===== config.mk =====
export PLATFORM = sky130hd
export DESIGN_NAME = multicycle_control
export DESIGN_NICKNAME = d
export VERILOG_FILES = /design/src/rtl/mips16_ctrl_pkg.sv /design/src/rtl/mem_watchdog.sv /design/src/rtl/multicycle_control.sv
export SDC_FILE = /design/constraint.sdc
export NUM_CORES = 1
export LEC_CHECK = 0
export ABC_AREA = 1
export CELL_PAD_IN_SITES_DETAIL_PLACEMENT = 1
export CELL_PAD_IN_SITES_GLOBAL_PLACEMENT = 2
export CORE_ASPECT_RATIO = 1.2
export CORE_MARGIN = 5
export CORE_UTILIZATION = 21
export DETAILED_ROUTE_END_ITERATION = 8
export GPL_TIMING_DRIVEN = 0
export HOLD_SLACK_MARGIN = 0.12
export PLACE_DENSITY_LB_ADDON = 0.25
export SYNTH_ARGS = -nofsm -noshare
export SYNTH_HDL_FRONTEND = slang
export SYNTH_SLANG_ARGS = --single-unit

===== constraint.sdc =====
create_clock -name clk -period 1.3 [get_ports clk]
set_clock_uncertainty 0.2 [all_clocks]
set_input_delay 0.26 -clock clk [delete_from_list [all_inputs] [get_ports clk]]
set_output_delay 0.26 -clock clk [all_outputs]
set_load 0.05 [all_outputs]

===== src/rtl/mips16_ctrl_pkg.sv =====
// Shared encodings for the 16-bit multicycle MIPS control path:
// FSM states, opcodes, ALUOp codes and datapath mux selects.
package mips16_ctrl_pkg;

  typedef enum logic [3:0] {
    S_IDLE      = 4'd0,
    S_FETCH     = 4'd1,
    S_DECODE    = 4'd2,
    S_EXEC_R    = 4'd3,
    S_WB_R      = 4'd4,
    S_EXEC_SLTI = 4'd5,
    S_EXEC_ADDI = 4'd6,
    S_WB_I      = 4'd7,
    S_MEM_ADDR  = 4'd8,
    S_MEM_RD    = 4'd9,
    S_MEM_WB    = 4'd10,
    S_MEM_WR    = 4'd11,
    S_BRANCH    = 4'd12,
    S_JUMP      = 4'd13,
    S_JAL       = 4'd14
  } state_t;

  localparam logic [2:0] OP_RTYPE = 3'b000;
  localparam logic [2:0] OP_SLTI  = 3'b001;
  localparam logic [2:0] OP_J     = 3'b010;
  localparam logic [2:0] OP_JAL   = 3'b011;
  localparam logic [2:0] OP_LW    = 3'b100;
  localparam logic [2:0] OP_SW    = 3'b101;
  localparam logic [2:0] OP_BEQ   = 3'b110;
  localparam logic [2:0] OP_ADDI  = 3'b111;

  localparam logic [1:0] ALU_FUNCT = 2'b00;
  localparam logic [1:0] ALU_SUB   = 2'b01;
  localparam logic [1:0] ALU_SLT   = 2'b10;
  localparam logic [1:0] ALU_ADD   = 2'b11;

  localparam logic [1:0] SRCB_REGB   = 2'b00;
  localparam logic [1:0] SRCB_TWO    = 2'b01;
  localparam logic [1:0] SRCB_IMM    = 2'b10;
  localparam logic [1:0] SRCB_IMM_SH = 2'b11;

  localparam logic [1:0] DST_RT = 2'b00;
  localparam logic [1:0] DST_RD = 2'b01;
  localparam logic [1:0] DST_R7 = 2'b10;

  localparam logic [1:0] WB_ALUOUT = 2'b00;
  localparam logic [1:0] WB_MDR    = 2'b01;
  localparam logic [1:0] WB_PC     = 2'b10;

  localparam logic [1:0] PC_ALU    = 2'b00;
  localparam logic [1:0] PC_ALUOUT = 2'b01;
  localparam logic [1:0] PC_JUMP   = 2'b10;

  function automatic logic is_mem_state(input state_t s);
    return (s == S_FETCH) || (s == S_MEM_RD) || (s == S_MEM_WR);
  endfunction

endpackage


===== src/rtl/mem_watchdog.sv =====
// 8-bit memory wait counter; flags a timeout on the cycle whose stall
// would bring the count to TIMEOUT. TIMEOUT = 0 never times out.
module mem_watchdog #(
  parameter int unsigned TIMEOUT = 255
) (
  input  logic clk,
  input  logic reset,
  input  logic clear,
  input  logic enable,
  output logic timeout
);

  localparam logic [7:0] LIMIT = 8'(TIMEOUT);

  logic [7:0] cnt_q, cnt_d;

  always_comb begin
    timeout = enable && (LIMIT != '0) && (cnt_q == LIMIT - 8'd1);
    cnt_d   = cnt_q;
    if (clear || timeout) begin
      cnt_d = '0;
    end else if (enable) begin
      cnt_d = cnt_q + 8'd1;
    end
  end

  always_ff @(posedge clk or posedge reset) begin
    if (reset) begin
      cnt_q <= '0;
    end else begin
      cnt_q <= cnt_d;
    end
  end

endmodule


===== src/rtl/multicycle_control.sv =====
// Moore control FSM for the 16-bit multicycle MIPS datapath, with a
// watchdog on every memory-handshake state.
module multicycle_control
  import mips16_ctrl_pkg::*;
#(
  parameter int unsigned TIMEOUT = 255
) (
  input  logic       clk,
  input  logic       reset,
  input  logic [2:0] opcode,
  input  logic       mem_ready,
  output logic [1:0] alu_op,
  output logic       alu_src_a,
  output logic [1:0] alu_src_b,
  output logic [1:0] reg_dst,
  output logic [1:0] mem_to_reg,
  output logic       reg_write,
  output logic       i_or_d,
  output logic       mem_read,
  output logic       mem_write,
  output logic       ir_write,
  output logic       pc_write,
  output logic       pc_write_cond,
  output logic [1:0] pc_src,
  output logic       instr_done,
  output logic       mem_err,
  output logic [3:0] state_dbg
);

  state_t state_q, state_d;
  logic   mem_err_q, mem_err_d;
  logic   wd_active, wd_clear, wd_en, wd_timeout;

  // Every exit from a memory state happens on mem_ready or timeout, so
  // clearing outside those states also gives the clear-on-entry behaviour.
  always_comb begin
    wd_active = is_mem_state(state_q);
    wd_clear  = !wd_active || mem_ready;
    wd_en     = wd_active && !mem_ready;
  end

  mem_watchdog #(.TIMEOUT(TIMEOUT)) u_watchdog (
    .clk     (clk),
    .reset   (reset),
    .clear   (wd_clear),
    .enable  (wd_en),
    .timeout (wd_timeout)
  );

  always_comb begin
    mem_err_d = mem_err_q | wd_timeout;
    state_d   = S_IDLE;
    case (state_q)
      S_IDLE:      state_d = mem_err_q ? S_IDLE : S_FETCH;
      S_FETCH:     state_d = wd_timeout ? S_IDLE : (mem_ready ? S_DECODE : S_FETCH);
      S_DECODE: begin
        case (opcode)
          OP_RTYPE:     state_d = S_EXEC_R;
          OP_SLTI:      state_d = S_EXEC_SLTI;
          OP_J:         state_d = S_JUMP;
          OP_JAL:       state_d = S_JAL;
          OP_LW, OP_SW: state_d = S_MEM_ADDR;
          OP_BEQ:       state_d = S_BRANCH;
          default:      state_d = S_EXEC_ADDI;
        endcase
      end
      S_EXEC_R:    state_d = S_WB_R;
      S_EXEC_SLTI: state_d = S_WB_I;
      S_EXEC_ADDI: state_d = S_WB_I;
      S_MEM_ADDR:  state_d = (opcode == OP_SW) ? S_MEM_WR : S_MEM_RD;
      S_MEM_RD:    state_d = wd_timeout ? S_IDLE : (mem_ready ? S_MEM_WB : S_MEM_RD);
      S_MEM_WR:    state_d = wd_timeout ? S_IDLE : (mem_ready ? S_FETCH : S_MEM_WR);
      S_WB_R, S_WB_I, S_MEM_WB, S_BRANCH, S_JUMP, S_JAL: state_d = S_FETCH;
      default:     state_d = S_IDLE;
    endcase
  end

  always_ff @(posedge clk or posedge reset) begin
    if (reset) begin
      state_q   <= S_IDLE;
      mem_err_q <= 1'b0;
    end else begin
      state_q   <= state_d;
      mem_err_q <= mem_err_d;
    end
  end

  always_comb begin
    alu_op        = '0;
    alu_src_a     = 1'b0;
    alu_src_b     = '0;
    reg_dst       = '0;
    mem_to_reg    = '0;
    reg_write     = 1'b0;
    i_or_d        = 1'b0;
    mem_read      = 1'b0;
    mem_write     = 1'b0;
    ir_write      = 1'b0;
    pc_write      = 1'b0;
    pc_write_cond = 1'b0;
    pc_src        = '0;
    instr_done    = 1'b0;
    case (state_q)
      S_FETCH: begin
        mem_read  = 1'b1;
        alu_src_b = SRCB_TWO;
        alu_op    = ALU_ADD;
        pc_src    = PC_ALU;
        ir_write  = mem_ready;
        pc_write  = mem_ready;
      end
      S_DECODE: begin
        alu_src_b = SRCB_IMM_SH;
        alu_op    = ALU_ADD;
      end
      S_EXEC_R: begin
        alu_src_a = 1'b1;
        alu_src_b = SRCB_REGB;
        alu_op    = ALU_FUNCT;
      end
      S_EXEC_SLTI: begin
        alu_src_a = 1'b1;
        alu_src_b = SRCB_IMM;
        alu_op    = ALU_SLT;
      end
      S_EXEC_ADDI, S_MEM_ADDR: begin
        alu_src_a = 1'b1;
        alu_src_b = SRCB_IMM;
        alu_op    = ALU_ADD;
      end
      S_WB_R: begin
        reg_dst    = DST_RD;
        mem_to_reg = WB_ALUOUT;
        reg_write  = 1'b1;
        instr_done = 1'b1;
      end
      S_WB_I: begin
        reg_dst    = DST_RT;
        mem_to_reg = WB_ALUOUT;
        reg_write  = 1'b1;
        instr_done = 1'b1;
      end
      S_MEM_RD: begin
        mem_read = 1'b1;
        i_or_d   = 1'b1;
      end
      S_MEM_WB: begin
        reg_dst    = DST_RT;
        mem_to_reg = WB_MDR;
        reg_write  = 1'b1;
        instr_done = 1'b1;
      end
      S_MEM_WR: begin
        mem_write  = 1'b1;
        i_or_d     = 1'b1;
        instr_done = mem_ready;
      end
      S_BRANCH: begin
        alu_src_a     = 1'b1;
        alu_src_b     = SRCB_REGB;
        alu_op        = ALU_SUB;
        pc_write_cond = 1'b1;
        pc_src        = PC_ALUOUT;
        instr_done    = 1'b1;
      end
      S_JUMP: begin
        pc_write   = 1'b1;
        pc_src     = PC_JUMP;
        instr_done = 1'b1;
      end
      S_JAL: begin
        pc_write   = 1'b1;
        pc_src     = PC_JUMP;
        reg_write  = 1'b1;
        reg_dst    = DST_R7;
        mem_to_reg = WB_PC;
        instr_done = 1'b1;
      end
      default: ;
    endcase
  end

  always_comb begin
    mem_err   = mem_err_q;
    state_dbg = state_q;
  end

endmodule


==> impl_results.md, run 1 <==
* Outcome: finished with violations
* Failing checks: setup timing
* Critical Path Start Type: flip-flop
* R2R depth at 7
* Static Leakage at 1.04 nW
* Number of setup violations in the final report at 36
* Post-placement cell area at 1490 µm²
* Netlist Area Pre-Place at 955 µm²
* Synth warnings at 0
* Clock latency on the worst-skew pair at 250 ps
* Hold crit path type: in2async
* Total power at 0.841 mW
* Rel. slew slack at 64.0%
* Synth Instances at 144
* Sequential power share at 48.1%
* Register area share after synthesis at 34.1%
* Area grow syn2layout at 142%
* DR WL/cell at 16.1 µm
* Die Width at 71.6 µm
* Top cells by area, synth: dfrtp_1 (34%), nand2_1 (13%), nor2_1 (11%), inv_1 (9.8%), nand3_1 (5.2%)
* Drt drc at 0
* Die area at 6000 µm²
* RSZ-0062 raised after global routing: true
* Final Critical Period at 2010 ps
* Core Area at 4330 µm²
* Crit path depth at 7
* Top-area cell type share of the netlist area at 34.1%
* Worst R2R Setup Slack at -400 ps
* Sw frac at 23.6%
* H-Tree Depth at 1
* GPL Wtd Cong at 0.797
* Syn Area/Cell at 6.63 µm²
* Setup TNS at -17260 ps
* Pint at 0.642 mW
* Fin cells at 274
* Launching point of the worst reg2reg path: state_dbg[1]$_DFF_PP0_
* R2r endpoint: state_dbg[0]$_DFF_PP0_
* Initial DRC count at 9
* Synth cell types at 23
* VDD IR max at 292 µV
* Slew Viols, Final at 0
* Clock power share at 45.5%
* FF+latch count, synth at 13
* Mapped Nets at 152
* Critical path's top delay family: flip-flops
* Total gr overflow at 0
* Max-Cap Viols at 0
* CP most frequent cell: nand2_8
* Row count at 26
* Crit end category: output port
* Largest net degree at the start of global routing at 14
* TritonCTS clock tree: done
* First-pass DRT Iterations at 4
* Vias in the first global route at 1311
* Comb power frac at 6.4%
* Antenna violations before repair at 0
* Post-Route WL at 4430 µm
* Final #Nets at 227
* I/O Buffers at 29
* Final hold slack at 154 ps
* P_sw at 0.199 mW
* DR vias at 1226
* Gr usage total at 13.9%
* Setup Crit Path Kind: reg2out
* Max Clock Freq at 0.496 GHz
* Cells along the critical path: inv_8 > nand2_8 > nand2_8 > nand2_4 > nand3_4 > a21o_4 > buf_8
* Clk root buf: clkbuf_8
* Post-DP HPWL at 2610 µm
* Detail Route Antenna Nets at 0
* Biggest cell delay along the critical path at 560 ps
* Num ports at 30
* CP bufs+invs at 2
* Worst path required time at 840 ps
* Final worst slack at -715 ps
* Most frequent cells in the layout: buf_6 (27), buf_4 (24), nand2_1 (19)
* Total CTS buffers at 3
* Post-route cell area at 2310 µm²
* Commonest non-fill, non-tap cell in the layout: buf_6
* Worst Max-Slew Pin Slew at 540 ps
* Die Ht at 83.9 µm
* Vias/cell at 4.47
* Pwr dens at 365 nW/µm²
* Initial Util at 22.1%
* Final hold vios at 0
* Critical path's slowest cell: dfrtp_4
* Global-route wire length before repair at 6710 µm
* Final Cycle Share at 155%
* Yosys top cell by area: dfrtp_1
* Layout cells sized above 1 at 66.1%
* Dpl cells at 229
* Fill cell total of the finished layout at 486
* Clock Path Buffers at 2
* Crit path DAT at 1550 ps
* Antenna cells at 0
* Clock Pin Slew Worst Setup and Hold Paths at 70 ps
* Crit-path max FO at 5
* Clk sinks at 13
[worst max-delay path by stage]
stage | startpoint | endpoint | slack, ps
2_1_floorplan | state_dbg[2]$_DFF_PP0_ | alu_src_b[1] | -550
3_3_place_gp | state_dbg[0]$_DFF_PP0_ | instr_done | -1190
3_5_place_dp | state_dbg[0]$_DFF_PP0_ | instr_done | -1190
4_1_cts | state_dbg[1]$_DFF_PP0_ | instr_done | -690
5_1_grt | state_dbg[0]$_DFF_PP0_ | instr_done | -750
6_report | state_dbg[1]$_DFF_PP0_ | instr_done | -710
[synth_stat cells]
cell type,instances
xnor2_1,2
buf_4,2
dfrtp_1,13
inv_2,1
nand4_1,4
o211ai_1,1
ha_1,2
inv_1,25
nand3_1,10
o21ai_0,7
nand3b_1,1
o22ai_1,1
nor3_2,1
nand2_4,3
a21boi_0,1
nand2_2,3
a21oi_1,2
nand2_1,33
nor2_1,28
xor2_1,1
nor2_4,1
a21o_1,1
nor2_2,1
[per-layer routing]
layer / vias up / global-route usage, % / wire length [µm]
met5: - / 0 / 0
met4: 0 / 2.56 / 76
met3: 8 / 1.81 / 122
met2: 23 / 27.0 / 2550
met1: 596 / 15.6 / 1670
li1: 599 / - / -
[sequential cells by signal (all words and copies together), names as in the netlist]
name,cells
state_dbg,4
u_watchdog.cnt_q,8
mem_err,1
[repair_timing]
item | 4_1_cts | 5_1_grt
buffers inserted | 25 | 19
gates resized for setup | 229 | 50
endpoints found under the setup margin | 37 | 37
hold endpoints to repair | 0 | 0
pin swaps | 14 | 17
hold buffers | 0 | 0
[metrics by stage]
stage	worst slack [ps]	util, %
after floorplan	-554	-
final	-715	53.3
after CTS	-687	45.9
after global routing	-751	53.3
after global placement	-1190	34.5
after detailed placement	-1190	34.5
[power groups by stage]
stage | combinational (mW) | sequential (mW) | clock (mW)
final | 0.0537 | 0.404 | 0.383
after global routing | 0.0594 | 0.404 | 0.408
after CTS | 0.0469 | 0.405 | 0.378
after detailed placement | 0.0451 | 0.412 | 0
after global placement | 0.0430 | 0.412 | 0
after floorplan | 0.0187 | 0.412 | 0
[worst reg2reg max path: cells and delay by family (launching register included)]
kind	cells	cell delay [ps]
AO/OA/AOI/OAI	1	160
flip-flops	1	580
AND/OR/NAND/NOR	3	260
buffers and inverters	3	370
[kinds of logic after synthesis]
| family | after synthesis | share of synthesized area, % |
|---|---|---|
| AND/OR/NAND/NOR | 85 | 41.0 |
| buffers and inverters | 28 | 11.8 |
| AO/OA/AOI/OAI | 13 | 7.73 |
| flip-flops | 13 | 34.1 |
| XOR/XNOR | 3 | 2.75 |
| adder cells (fa/ha/maj) | 2 | 2.62 |
[area by class of cell]
class	count	area, µm²	share of cell area [%]
clock buffers	4	45.0	1.95
inverters	26	139	6.02
multi-input cells	103	946	41.0
flip-flops and latches	13	339	14.7
well taps	56	70.1	3.04
repair buffers	72	767	33.3
Power figures use the tool's default switching activity.
==> inputs of run 2 (changes only) <==
Settings changed: CAP_MARGIN set to 20, SKIP_LAST_GASP set to 1.
==> run 2 against run 1 <==
  * The run still ends with setup timing left
  * Combinational power about the same
  * Global-route usage stayed put
  * Via count grew 0.33%
  * Maximum frequency about the same
  * Utilization is 0.64 points higher
  * Clock power barely moved
  * Routed wire length rose by 0.16%
  * Count of clock-buffer cells in the layout did not move
==> impl_results.md, run 2 (synthesized netlist as in run 1, its figures left out) <==
* Outcome: finished with violations
* Failing checks: setup timing
* I/O Buffers at 29
* Crit path from: state_dbg[1]$_DFF_PP0_
* TritonCTS clock tree: done
* Worst path required time at 840 ps
* Initial Util at 22.1%
* Antenna cells at 0
* Worst Max-Slew Pin Slew at 540 ps
* Core Area at 4330 µm²
* Crit path DAT at 1560 ps
* Launching point of the worst reg2reg path: state_dbg[2]$_DFF_PP0_
* Clk sinks at 13
* Critical Path Start Type: flip-flop
* Vias/cell at 4.47
* Num ports at 30
* Total CTS buffers at 3
* Clk root buf: clkbuf_8
* Antenna violations before repair at 0
* Die Width at 71.6 µm
* Sw frac at 23.6%
* R2R depth at 9
* Row count at 26
* Pre-CTS setup slack at -1190 ps
* Hold crit path type: in2async
* Die Ht at 83.9 µm
* Gr usage total at 13.9%
* Largest net degree at the start of global routing at 14
* Layout cells sized above 1 at 65.3%
* Pint at 0.642 mW
* Die area at 6000 µm²
* First-pass DRT Iterations at 4
* Final Critical Period at 2020 ps
* Hold Buf Count CTS at 0
* DR vias at 1230
* Comb power frac at 6.4%
* Drt drc at 0
* Setup Crit Path Kind: reg2out
* Number of setup violations in the final report at 36
* Biggest register: u_watchdog.cnt_q
* Pwr dens at 360 nW/µm²
* Final hold slack at 154 ps
* Clock power share at 45.5%
* GPL Wtd Cong at 0.797
* H-Tree Depth at 1
* Crit-path max FO at 5
* Post-DP HPWL at 2610 µm
* DR WL/cell at 16.1 µm
* Setup TNS at -17470 ps
* Worst R2R Setup Slack at -400 ps
* Crit end category: output port
* Post-Route WL at 4430 µm
* Final Cycle Share at 155%
* Fill cell total of the finished layout at 486
* Final worst slack at -716 ps
* R2r endpoint: u_watchdog.cnt_q[5]$_DFFE_PP0P_
* Max reg flops at 8
* Clock Pin Slew Worst Setup and Hold Paths at 70 ps
* Vias in the first global route at 1318
* P_sw at 0.199 mW
* Commonest non-fill, non-tap cell in the layout: buf_6
* Rel. slew slack at 64.0%
* Clock Path Buffers at 2
* Setup crit end: instr_done
* Static Leakage at 1.05 nW
* Max Clock Freq at 0.496 GHz
* Slew Viols, Final at 0
* Area grow syn2layout at 144%
* Global-route wire length before repair at 6710 µm
* RSZ-0062 raised after global routing: true
* Detail Route Antenna Nets at 0
* Clock latency on the worst-skew pair at 250 ps
* Sequential power share at 48.1%
* Total gr overflow at 0
* Max-Cap Viols at 0
* VDD IR max at 292 µV
* Final #Nets at 228
* Final hold vios at 0
* Most frequent cells in the layout: buf_6 (27), buf_4 (24), nand2_1 (20)
* Initial DRC count at 10
==> run 2: stage by stage <==
stage	total power [mW]	instances	instance area [µm²]	util, %
after global routing	0.872	275	2330	53.9
final	0.841	275	2330	53.9
after detailed placement	0.457	229	1490	34.5
after global placement	0.455	229	1490	34.5
after floorplan	0.431	144	1130	-
after CTS	0.829	256	1980	45.8
==> run 2: power by group through the flow <==
| stage | registers (mW) | clock network (mW) | logic, mW |
|---|---|---|---|
| after global routing | 0.404 | 0.409 | 0.0591 |
| after detailed placement | 0.412 | 0 | 0.0451 |
| after CTS | 0.405 | 0.378 | 0.0469 |
| final | 0.404 | 0.383 | 0.0535 |
| after global placement | 0.412 | 0 | 0.0430 |
| after floorplan | 0.412 | 0 | 0.0187 |
==> run 2: per-layer routing <==
| layer | vias to the layer above | routed length, µm | track usage (%) |
|---|---|---|---|
| li1 | 599 | - | - |
| met1 | 600 | 1660 | 15.6 |
| met2 | 23 | 2580 | 27.1 |
| met3 | 8 | 122 | 1.81 |
| met4 | 0 | 76 | 2.56 |
| met5 | - | 0 | 0 |
==> run 2: final cells by class <==
class                           instances  area, µm²  share of cell area, %
Timing Repair Buffer                   73        787                   33.7
Multi-Input combinational cell        103        955                   40.9
Tap cell                               56       70.1                   3.00
Sequential cell                        13        338                   14.5
Clock buffer                            4       45.0                   1.93
Inverter                               26        139                   5.95
==> run 2: timing repair <==
item | CTS | global route
pin swaps | 14 | 20
resized for setup | 227 | 52
endpoints found under the setup margin | 37 | 37
setup buffers | 25 | 20
==> run 2: worst min-delay path by stage <==
stage | startpoint | endpoint | cells after the start
finish | reset | state_dbg[1]$_DFF_PP0_ | 2
detailed placement | mem_err$_DFF_PP0_ | mem_err$_DFF_PP0_ | 2
CTS | reset | u_watchdog.cnt_q[7]$_DFFE_PP0P_ | 2
floorplan | reset | mem_err$_DFF_PP0_ | 1
global route | reset | state_dbg[1]$_DFF_PP0_ | 2
global placement | mem_err$_DFF_PP0_ | mem_err$_DFF_PP0_ | 2
==> run 2: worst max-delay path, cell delays in order, from the launching register on <==
cell	delay (ps)
dfrtp_4	560
inv_8	70
nand2_8	100
nand2_8	70
nand2_4	80
nand3_4	70
a21o_4	190
buf_8	140
==> inputs of run 3 (changes only) <==
Settings changed: SYNTH_HIERARCHICAL set to 1.
Clock period 1.3 ns to 1.65 ns, I/O delays scaled along.
==> run 3 against run 2 <==
  * The flow still finishes with violations (setup timing)
  * Sequential cell count unchanged
  * Combinational power is 30% lower
  * Total power down 22%
  * Routed wire length shrank 5.3%
  * Area after synthesis rose by 9.0%
  * Synthesized cell count rose by 17%
  * Cell count grew 10%
  * First-iteration DRC count is 120% higher
  * Clock power fell by 23%
  * Utilization down 9.4 points
  * Sequential share of layout area grew 0.85 points
  * Largest power group unchanged
==> impl_results.md, run 3 <==
* Clk root buf: clkbuf_8
* R2r endpoint: state_dbg[0]$_DFF_PP0_
* Synth warnings at 6
* Max reg flops at 8
* Worst path required time at 1120 ps
* Core Area at 4870 µm²
* Top-area cell type share of the netlist area at 31.3%
* Most frequent cells in the layout: buf_4 (39), nand2_1 (36), inv_1 (19)
* Post-synth top cells: nand2_1 (50), inv_1 (31), nor2_1 (23)
* Crit end category: output port
* Mapped Nets at 176
* FF+latch count, synth at 13
* Row count at 28
* Top cells by area, synth: dfrtp_1 (31%), nand2_1 (18%), inv_1 (11%), nor2_1 (8.3%), nand3_1 (8.2%)
* Pwr dens at 300 nW/µm²
* Post-Route WL at 4200 µm
* Crit-path max FO at 5
* Total CTS buffers at 3
* DR WL/cell at 13.8 µm
* Total gr overflow at 0
* VDD IR max at 324 µV
* H-Tree Depth at 1
* Vias in the first global route at 1454
* Area grow syn2layout at 109%
* R2R depth at 13
* Clock latency on the worst-skew pair at 250 ps
* Worst Max-Slew Pin Slew at 487 ps
* Vias/cell at 4.46
* Largest net degree at the start of global routing at 9
* Drt drc at 0
* Detail Route Antenna Nets at 0
* GPL Wtd Cong at 0.748
* Layout cells sized above 1 at 57.2%
* Fill cell total of the finished layout at 587
* Post-route cell area at 2170 µm²
* Rel. slew slack at 67.7%
* Max-Cap Viols at 0
* Static Leakage at 1.07 nW
* Clock Path Buffers at 2
* TritonCTS clock tree: done
* Post-placement cell area at 1540 µm²
* Initial Util at 21.4%
* Main flop type after synthesis: dfrtp_1
* Final Critical Period at 2090 ps
* Final hold vios at 0
* Final #Nets at 252
* Final worst slack at -441 ps
* Number of setup violations in the final report at 33
* Slew Viols, Final at 0
* Gr usage total at 13.4%
* DR vias at 1350
* Synth Instances at 168
* Worst R2R Setup Slack at -400 ps
* Post-DP HPWL at 2950 µm
* Hold Buf Count CTS at 0
* Die Width at 74.3 µm
* Clk sinks at 13
* Commonest non-fill, non-tap cell in the layout: buf_4
* Crit path from: state_dbg[0]$_DFF_PP0_
* Die Ht at 87.1 µm
* Failing checks: setup timing
* Netlist Area Pre-Place at 1040 µm²
* I/O Buffers at 29
* Syn Area/Cell at 6.20 µm²
* Crit path DAT at 1560 ps
* Post-synth ARST share at 100%
* Post-synth EDFFs at 0
* Final core occ at 44.6%
* RSZ-0062 raised after global routing: true
* Clock Pin Slew Worst Setup and Hold Paths at 60 ps
* Outcome: finished with violations
* Hold crit path type: in2async
* Synth cell types at 22
* Biggest register: u_watchdog/cnt_q
* Setup Crit Path Kind: reg2out
* Launching point of the worst reg2reg path: state_dbg[0]$_DFF_PP0_
* Total power at 0.652 mW
* Die area at 6470 µm²
* Register area share after synthesis at 31.3%
* Critical Path Start Type: flip-flop
* Initial DRC count at 22
* Antenna cells at 0
* Antenna violations before repair at 0
* Max Clock Freq at 0.478 GHz
* Yosys top cell by area: dfrtp_1
* Final Cycle Share at 127%
* Num ports at 30
* Setup TNS at -10160 ps
* First-pass DRT Iterations at 2
* Global-route wire length before repair at 6800 µm
* Most frequent cell after synthesis: nand2_1
-- run 3: cell types whose count changed in the layout (fill, tap and decap cells not counted), moves of 6 or more --
cell | previous run | this run
buf_8 | 15 | 9
nand3_1 | 4 | 12
nor2_4 | 19 | 12
buf_6 | 27 | 16
nor2_2 | 3 | 9
nand2_1 | 20 | 36
buf_4 | 24 | 39
-- run 3: how the worst max path moves through the flow --
stage          cells past startpoint                endpoint  slack (ps)
2_1_floorplan                     14  state_dbg[0]$_DFF_PP0_        -730
3_3_place_gp                       5                pc_write       -1040
3_5_place_dp                       5               alu_op[0]       -1050
4_1_cts                            8              instr_done        -410
5_1_grt                           13  state_dbg[0]$_DFF_PP0_        -580
6_report                           6                pc_write        -440
-- run 3: timing repair --
action | 4_1_cts | 5_1_grt
resized for setup | 198 | 19
setup buffers | 29 | 15
pin swaps | 27 | 16
cloned | 0 | 0
setup endpoints to repair | 36 | 33
-- run 3: cells by family after synthesis --
logic type,share of synthesized area [%]
and+or+nand+nor,44.4
buffers and inverters,13.5
DFF,31.2
AOI/OAI and AO/OA,6.85
adders and majority gates,2.40
xor gates and xnor gates,1.68
-- run 3: stage by stage --
| step | hold slack, ps | worst slack (ps) | std cells |
|---|---|---|---|
| 2_1_floorplan | -91.7 | -735 | 168 |
| 6_report | 120 | -441 | 303 |
| 4_1_cts | 128 | -411 | 289 |
| 5_1_grt | 148 | -580 | 303 |
| 3_3_place_gp | 304 | -1040 | 257 |
| 3_5_place_dp | 301 | -1050 | 257 |
-- run 3: where the power goes --
group | total, mW | internal, mW | switching, mW
clock | 0.296 | 0.167 | 0.128
combinational | 0.0377 | 0.0147 | 0.0230
sequential | 0.319 | 0.319 | 0
-- run 3: layout make-up --
cell class                 instances  area (µm²)  area share (%)
inverter                          32         145            6.69
multi-input combinational        120         852            39.3
buffer                             3        43.8            2.02
sequential                        13         333            15.3
clock inverter                     1        5.00           0.231
clock buffer                       3        41.3            1.90
timing repair buffer              71         676            31.1
tap                               60        75.1            3.46
-- run 3: per-layer routing --
layer,track usage [%],part of all wire [%],up-vias
li1,-,-,662
met5,0,0,-
met3,1.73,4.3,13
met4,5.99,3.1,0
met2,26.4,59,28
met1,13.5,34,647
-- run 3: critical path, stage by stage, from the launching register on --
cell	delay, ps
dfrtp_2	460
clkinv_4	140
nor2_4	180
buf_4	140
nand2_2	80
o21ai_4	140
buf_6	170
